==> config.mk <==
export PLATFORM = sky130hd
export DESIGN_NAME = fp_mult_result_buffer
export DESIGN_NICKNAME = d
export VERILOG_FILES = /design/src/rtl/fp_mult_result_buffer.sv
export SDC_FILE = /design/constraint.sdc
export NUM_CORES = 1
export LEC_CHECK = 0
export CAP_MARGIN = 20
export CORE_AREA = 4 4 117 119
export DETAILED_ROUTE_END_ITERATION = 8
export DIE_AREA = 0 0 121 123
export GPL_TIMING_DRIVEN = 1
export HOLD_SLACK_MARGIN = 0.03
export PLACE_DENSITY = 0.91
export SLEW_MARGIN = 20
export SYNTH_ARGS = -nofsm -noshare
export SYNTH_HDL_FRONTEND = slang
export SYNTH_SLANG_ARGS = --single-unit
==> constraint.sdc <==
create_clock -name clk -period 4.2 [get_ports clk]
set_clock_uncertainty 0.15 [all_clocks]
set_input_delay 0.84 -clock clk [delete_from_list [all_inputs] [get_ports clk]]
set_output_delay 0.84 -clock clk [all_outputs]
set_load 0.03 [all_outputs]
==> src/rtl/fp_mult_result_buffer.sv <==
// fp_mult_result_buffer: DEPTH-entry FIFO of fp_mult results {z, status} with sticky exception and drop flags.
// Latency: push to out_valid is 1 cycle, with no combinational in->out path. Optional irq under `FP_FLAG_IRQ_EN.
// Backpressure: in_ready = count < DEPTH, with no same-cycle bypass when full. Words offered while full are dropped and flagged.
module fp_mult_result_buffer #(
    parameter int         DEPTH    = 4,
    parameter logic [5:0] IRQ_MASK = 6'b011100
) (
    input  logic                       clk,
    input  logic                       rst,
    input  logic                       in_valid,
    input  logic [31:0]                in_z,
    input  logic [7:0]                 in_status,
    output logic                       in_ready,
    output logic                       out_valid,
    output logic [31:0]                out_z,
    output logic [7:0]                 out_status,
    input  logic                       out_ready,
    output logic [$clog2(DEPTH):0]     count,
    output logic [5:0]                 flags,
    output logic                       drop_err,
    input  logic                       flag_clr
`ifdef FP_FLAG_IRQ_EN
    ,
    output logic                       irq
`endif
);

    localparam int PW = $clog2(DEPTH);
    localparam int CW = $clog2(DEPTH) + 1;
    localparam logic [CW-1:0] FULL_CNT = CW'(DEPTH);

    typedef struct packed {
        logic [31:0] z;
        logic [7:0]  status;
    } entry_t;

    entry_t        mem [DEPTH];
    entry_t        head;
    logic [PW-1:0] wr_ptr;
    logic [PW-1:0] rd_ptr;
    logic          push;
    logic          pop;
    logic          drop;
    logic [5:0]    flags_nxt;
    logic          drop_nxt;
    logic          unused_sig;

    assign in_ready  = (count < FULL_CNT);
    assign out_valid = (count != '0);
    assign push      = in_valid & in_ready;
    assign pop       = out_valid & out_ready;
    assign drop      = in_valid & ~in_ready;

    // Output lines are forced to zero while the buffer is empty, so the stale head entry is not visible.
    assign head       = out_valid ? mem[rd_ptr] : '0;
    assign out_z      = head.z;
    assign out_status = head.status;

    // Reserved status bits are not stored in the flags, and the mask only matters when irq is built.
    assign unused_sig = ^{in_status[7:6], IRQ_MASK};

    always_ff @(posedge clk) begin
        if (push) begin
            mem[wr_ptr] <= {in_z, in_status};
        end
    end

    // The pointers wrap naturally because DEPTH is a power of two.
    always_ff @(posedge clk) begin
        if (rst) begin
            wr_ptr <= '0;
            rd_ptr <= '0;
            count  <= '0;
        end else begin
            if (push) begin
                wr_ptr <= wr_ptr + PW'(1);
            end
            if (pop) begin
                rd_ptr <= rd_ptr + PW'(1);
            end
            case ({push, pop})
                2'b10:   count <= count + CW'(1);
                2'b01:   count <= count - CW'(1);
                default: count <= count;
            endcase
        end
    end

    // A clear coinciding with a push or drop still records that event.
    always_comb begin
        flags_nxt = flag_clr ? 6'b0 : flags;
        if (push) begin
            flags_nxt = flags_nxt | in_status[5:0];
        end
        drop_nxt = (flag_clr ? 1'b0 : drop_err) | drop;
    end

    always_ff @(posedge clk) begin
        if (rst) begin
            flags    <= '0;
            drop_err <= 1'b0;
        end else begin
            flags    <= flags_nxt;
            drop_err <= drop_nxt;
        end
    end

`ifdef FP_FLAG_IRQ_EN
    always_ff @(posedge clk) begin
        if (rst) begin
            irq <= 1'b0;
        end else begin
            irq <= (|(flags_nxt & IRQ_MASK)) | drop_nxt;
        end
    end
`endif

endmodule

==> results.py <==
metrics = {
    "final_layout": {
        "instances_no_fill": 629,
        "area_delta_synth_final_pct": 24.43,
        "nFillCells": 803,
        "multiInputGateArea_um2": 1556,
        "drive_above_1_share_pct": 19.04,
        "fin_util_pct": 67.79,
        "nets": 496,
        "antennaDiodeCount": 0,
        "seqCellArea_um2": 5130,
    },
    "floorplan": {
        "chipWidth_um": 121,
        "start_util_pct": 54.48,
        "core.rowCount": 41,
        "core_area_um2": 12570,
        "num_io_pins": 97,
        "die_area_um2": 14880,
        "die_y_um": 123,
    },
    "worst_setup_path": {
        "crit_chain": "buf_4 -> mux4_2 -> nor2b_1 -> clkdlybuf4s50_1",
        "r2r_start": "count[2]",
        "rrSetupSlack_ns": 1.84,
        "critical_path_arrival_ns": 2.73,
        "endpoint_kind": "output pin",
        "max_stage_delay_ns": 0.77,
        "reg2reg_to": "count[2]",
        "r2r_cells": 9,
        "start_kind": "flip-flop",
        "cp_max_fo": 33,
        "slowest_stage": "dfxtp_4",
        "critPathKind": "flip-flop to output pin",
        "required_ns": 3.21,
    },
    "route": {
        "wire_per_inst_um": 19.78,
        "ant_nets": 0,
        "wirelength_um": 12440,
        "via_per_inst": 5.273,
        "dr_total_vias": 3317,
        "route.detailed.drc": 0,
        "drtIter0Drc": 273,
        "first_pass_iters": 4,
    },
    "sta": {
        "maxSlewViolCount": 0,
        "setup_viol": 0,
        "slew_headroom_pct": 57.21,
        "worst_slew_pin_slew_ns": 0.6419,
        "finalHoldViolCount": 0,
        "layout_min_cycle_time_ns": 3.722,
        "fin_crit_sh_pct": 88.62,
        "tns_ns": 0,
        "rsz0062_at_grt": "no",
        "max_freq_ghz": 0.2687,
    },
    "global_routing": {
        "grt_pass1_wl_um": 19860,
        "grt_overflow": 0,
        "antenna_found_initial": 1,
        "track_usage_pct": 18.31,
        "grt_max_degree": 44,
        "grt_pass1_vias": 3648,
    },
    "logic_synthesis": {
        "ys_top_cells_by_count": "160 x edfxtp_1, 41 x nor2b_1, 40 x mux4_2",
        "syn_avg_cell_area_um2": 20.50,
        "ys_ff_latch": 176,
        "async_flop_share_pct": 0,
        "synth_area_leaders": "edfxtp_1 70%, mux4_2 13%, dfxtp_1 4.7%",
        "synth_area_um2": 6848,
        "ys_warn_count": 0,
        "ys_types": 24,
        "synth_edf_count": 160,
        "synth_most_common_cell": "edfxtp_1",
        "yosysTopAreaCellShare_pct": 70.16,
        "ys_seq_area_share_pct": 74.84,
        "yosysTopAreaCell": "edfxtp_1",
        "synthesis.nets": 385,
        "ys.flop_type": "edfxtp_1",
        "postSynthCellCount": 334,
    },
    "cts": {
        "insertion_delay_ns": 0.41,
        "clkSinkCount": 176,
        "ctsHoldBuffers": 0,
        "cts_resized": 0,
        "cts_inserted_buffers": 17,
        "clkTransAtPathRegs_ns": 0.06,
        "root_buffer": "clkbuf_16",
        "cts_setup_buffers": 0,
        "cts.path.max_buffers": 2,
        "cts.htree.levels": 4,
        "cts_tree": "yes",
    },
    "pwr": {
        "p_leak_nw": 2.769,
        "power_w": 0.005932,
        "peakVddDrop_v": 0.0007102,
        "power_density_nw_per_um2": 696.1,
    },
    "worst_hold_path": {
        "worst_hold_path_type": "flip-flop to flip-flop",
        "min_from": "drop_err",
        "hold_depth": 2,
        "hold_path_end": "drop_err",
    },
    "run": {
        "drv_cap": 0,
    },
    "placement": {
        "place.gp.congestion": 0.7394,
        "dp_cells": 598,
        "dp_hpwl_um": 7641,
        "portBuffers": 96,
    },
    "outcome": {
        "status": "complete, no violations",
    },
}
==> per-layer routing <==
metal / track usage [%] / routed length (um)
met2: 30.95 / 6650
met4: 6.020 / 199
met5: 0 / 13
met3: 6.496 / 716
met1: 22.21 / 4864
==> worst max-delay path: cells and delay by family (launching register included) <==
family | cells | cell delay [ns]
DFF | 1 | 0.77
and+or+nand+nor | 1 | 0.14
buffers and inverters | 2 | 0.89
muxes | 1 | 0.50
==> how the worst max path moves through the flow <==
stage / from / to / slack (ns) / cells after the start
floorplan: in_valid / mem[0][0] / 1.32 / 3
global placement: flip-flop / out_z[10] / 0.85 / 4
detailed placement: flip-flop / out_z[3] / 0.84 / 4
CTS: flip-flop / out_z[3] / 0.39 / 4
global route: flip-flop / out_z[9] / 0.26 / 4
finish: flip-flop / out_z[3] / 0.48 / 4
==> registers in the layout (all words and copies together) (netlist names), named ones only <==
| signal | count |
|---|---|
| mem | 160 |
| flags | 6 |
| count | 3 |
| rd_ptr | 2 |
| wr_ptr | 2 |
| drop_err | 1 |
==> through the flow <==
step	hold WS [ns]	setup slack, ns	cell area, um^2
floorplan	0.3016	1.323	6848
global placement	0.3077	0.8527	7991
detailed placement	0.3295	0.8421	7991
CTS	0.3443	0.3856	8521
global route	0.3687	0.2645	8521
finish	0.3388	0.4782	8521
==> logic make-up (layout without fill, tap and decap cells) <==
logic type / count (synthesis) / in the layout / synth area share [%]
xor gates and xnor gates: 4 / 4 / 0.5117
and+or+nand+nor: 70 / 70 / 6.651
adders and majority gates: 6 / 6 / 1.206
buffers and inverters: 24 / 147 / 2.503
DFF: 176 / 176 / 74.84
AOI/OAI and AO/OA: 13 / 13 / 0.9867
muxes: 41 / 41 / 13.30
==> cell usage in the layout (no fill, tap or decap), types with 2 or more instances in the layout <==
cell	n
edfxtp_1	160
clkdlybuf4s50_1	96
nor2b_1	41
mux4_2	40
clkbuf_16	17
dfxtp_1	14
nor2_1	13
a21oi_1	10
buf_4	10
inv_1	9
nor2b_4	6
ha_1	5
clkinv_1	5
and2_2	4
clkinv_4	4
xor2_1	3
clkbuf_1	3
nand2_1	2
o21ai_0	2
or3_1	2
==> final cells by class <==
type                       count  area share (%)
clock inverter                11           1.087
timing repair buffer         107           12.39
tap                          172           2.526
inverter                       9          0.3965
clock buffer                  20           5.125
sequential                   176           60.21
multi-input combinational    134           18.27
==> power by group <==
part	internal (W)	switching (W)	total [W]
registers	0.00215	0.000160	0.00231
clock network	0.000807	0.000592	0.00140
logic	0.00102	0.00120	0.00222
(Power assumes the default switching activity.)
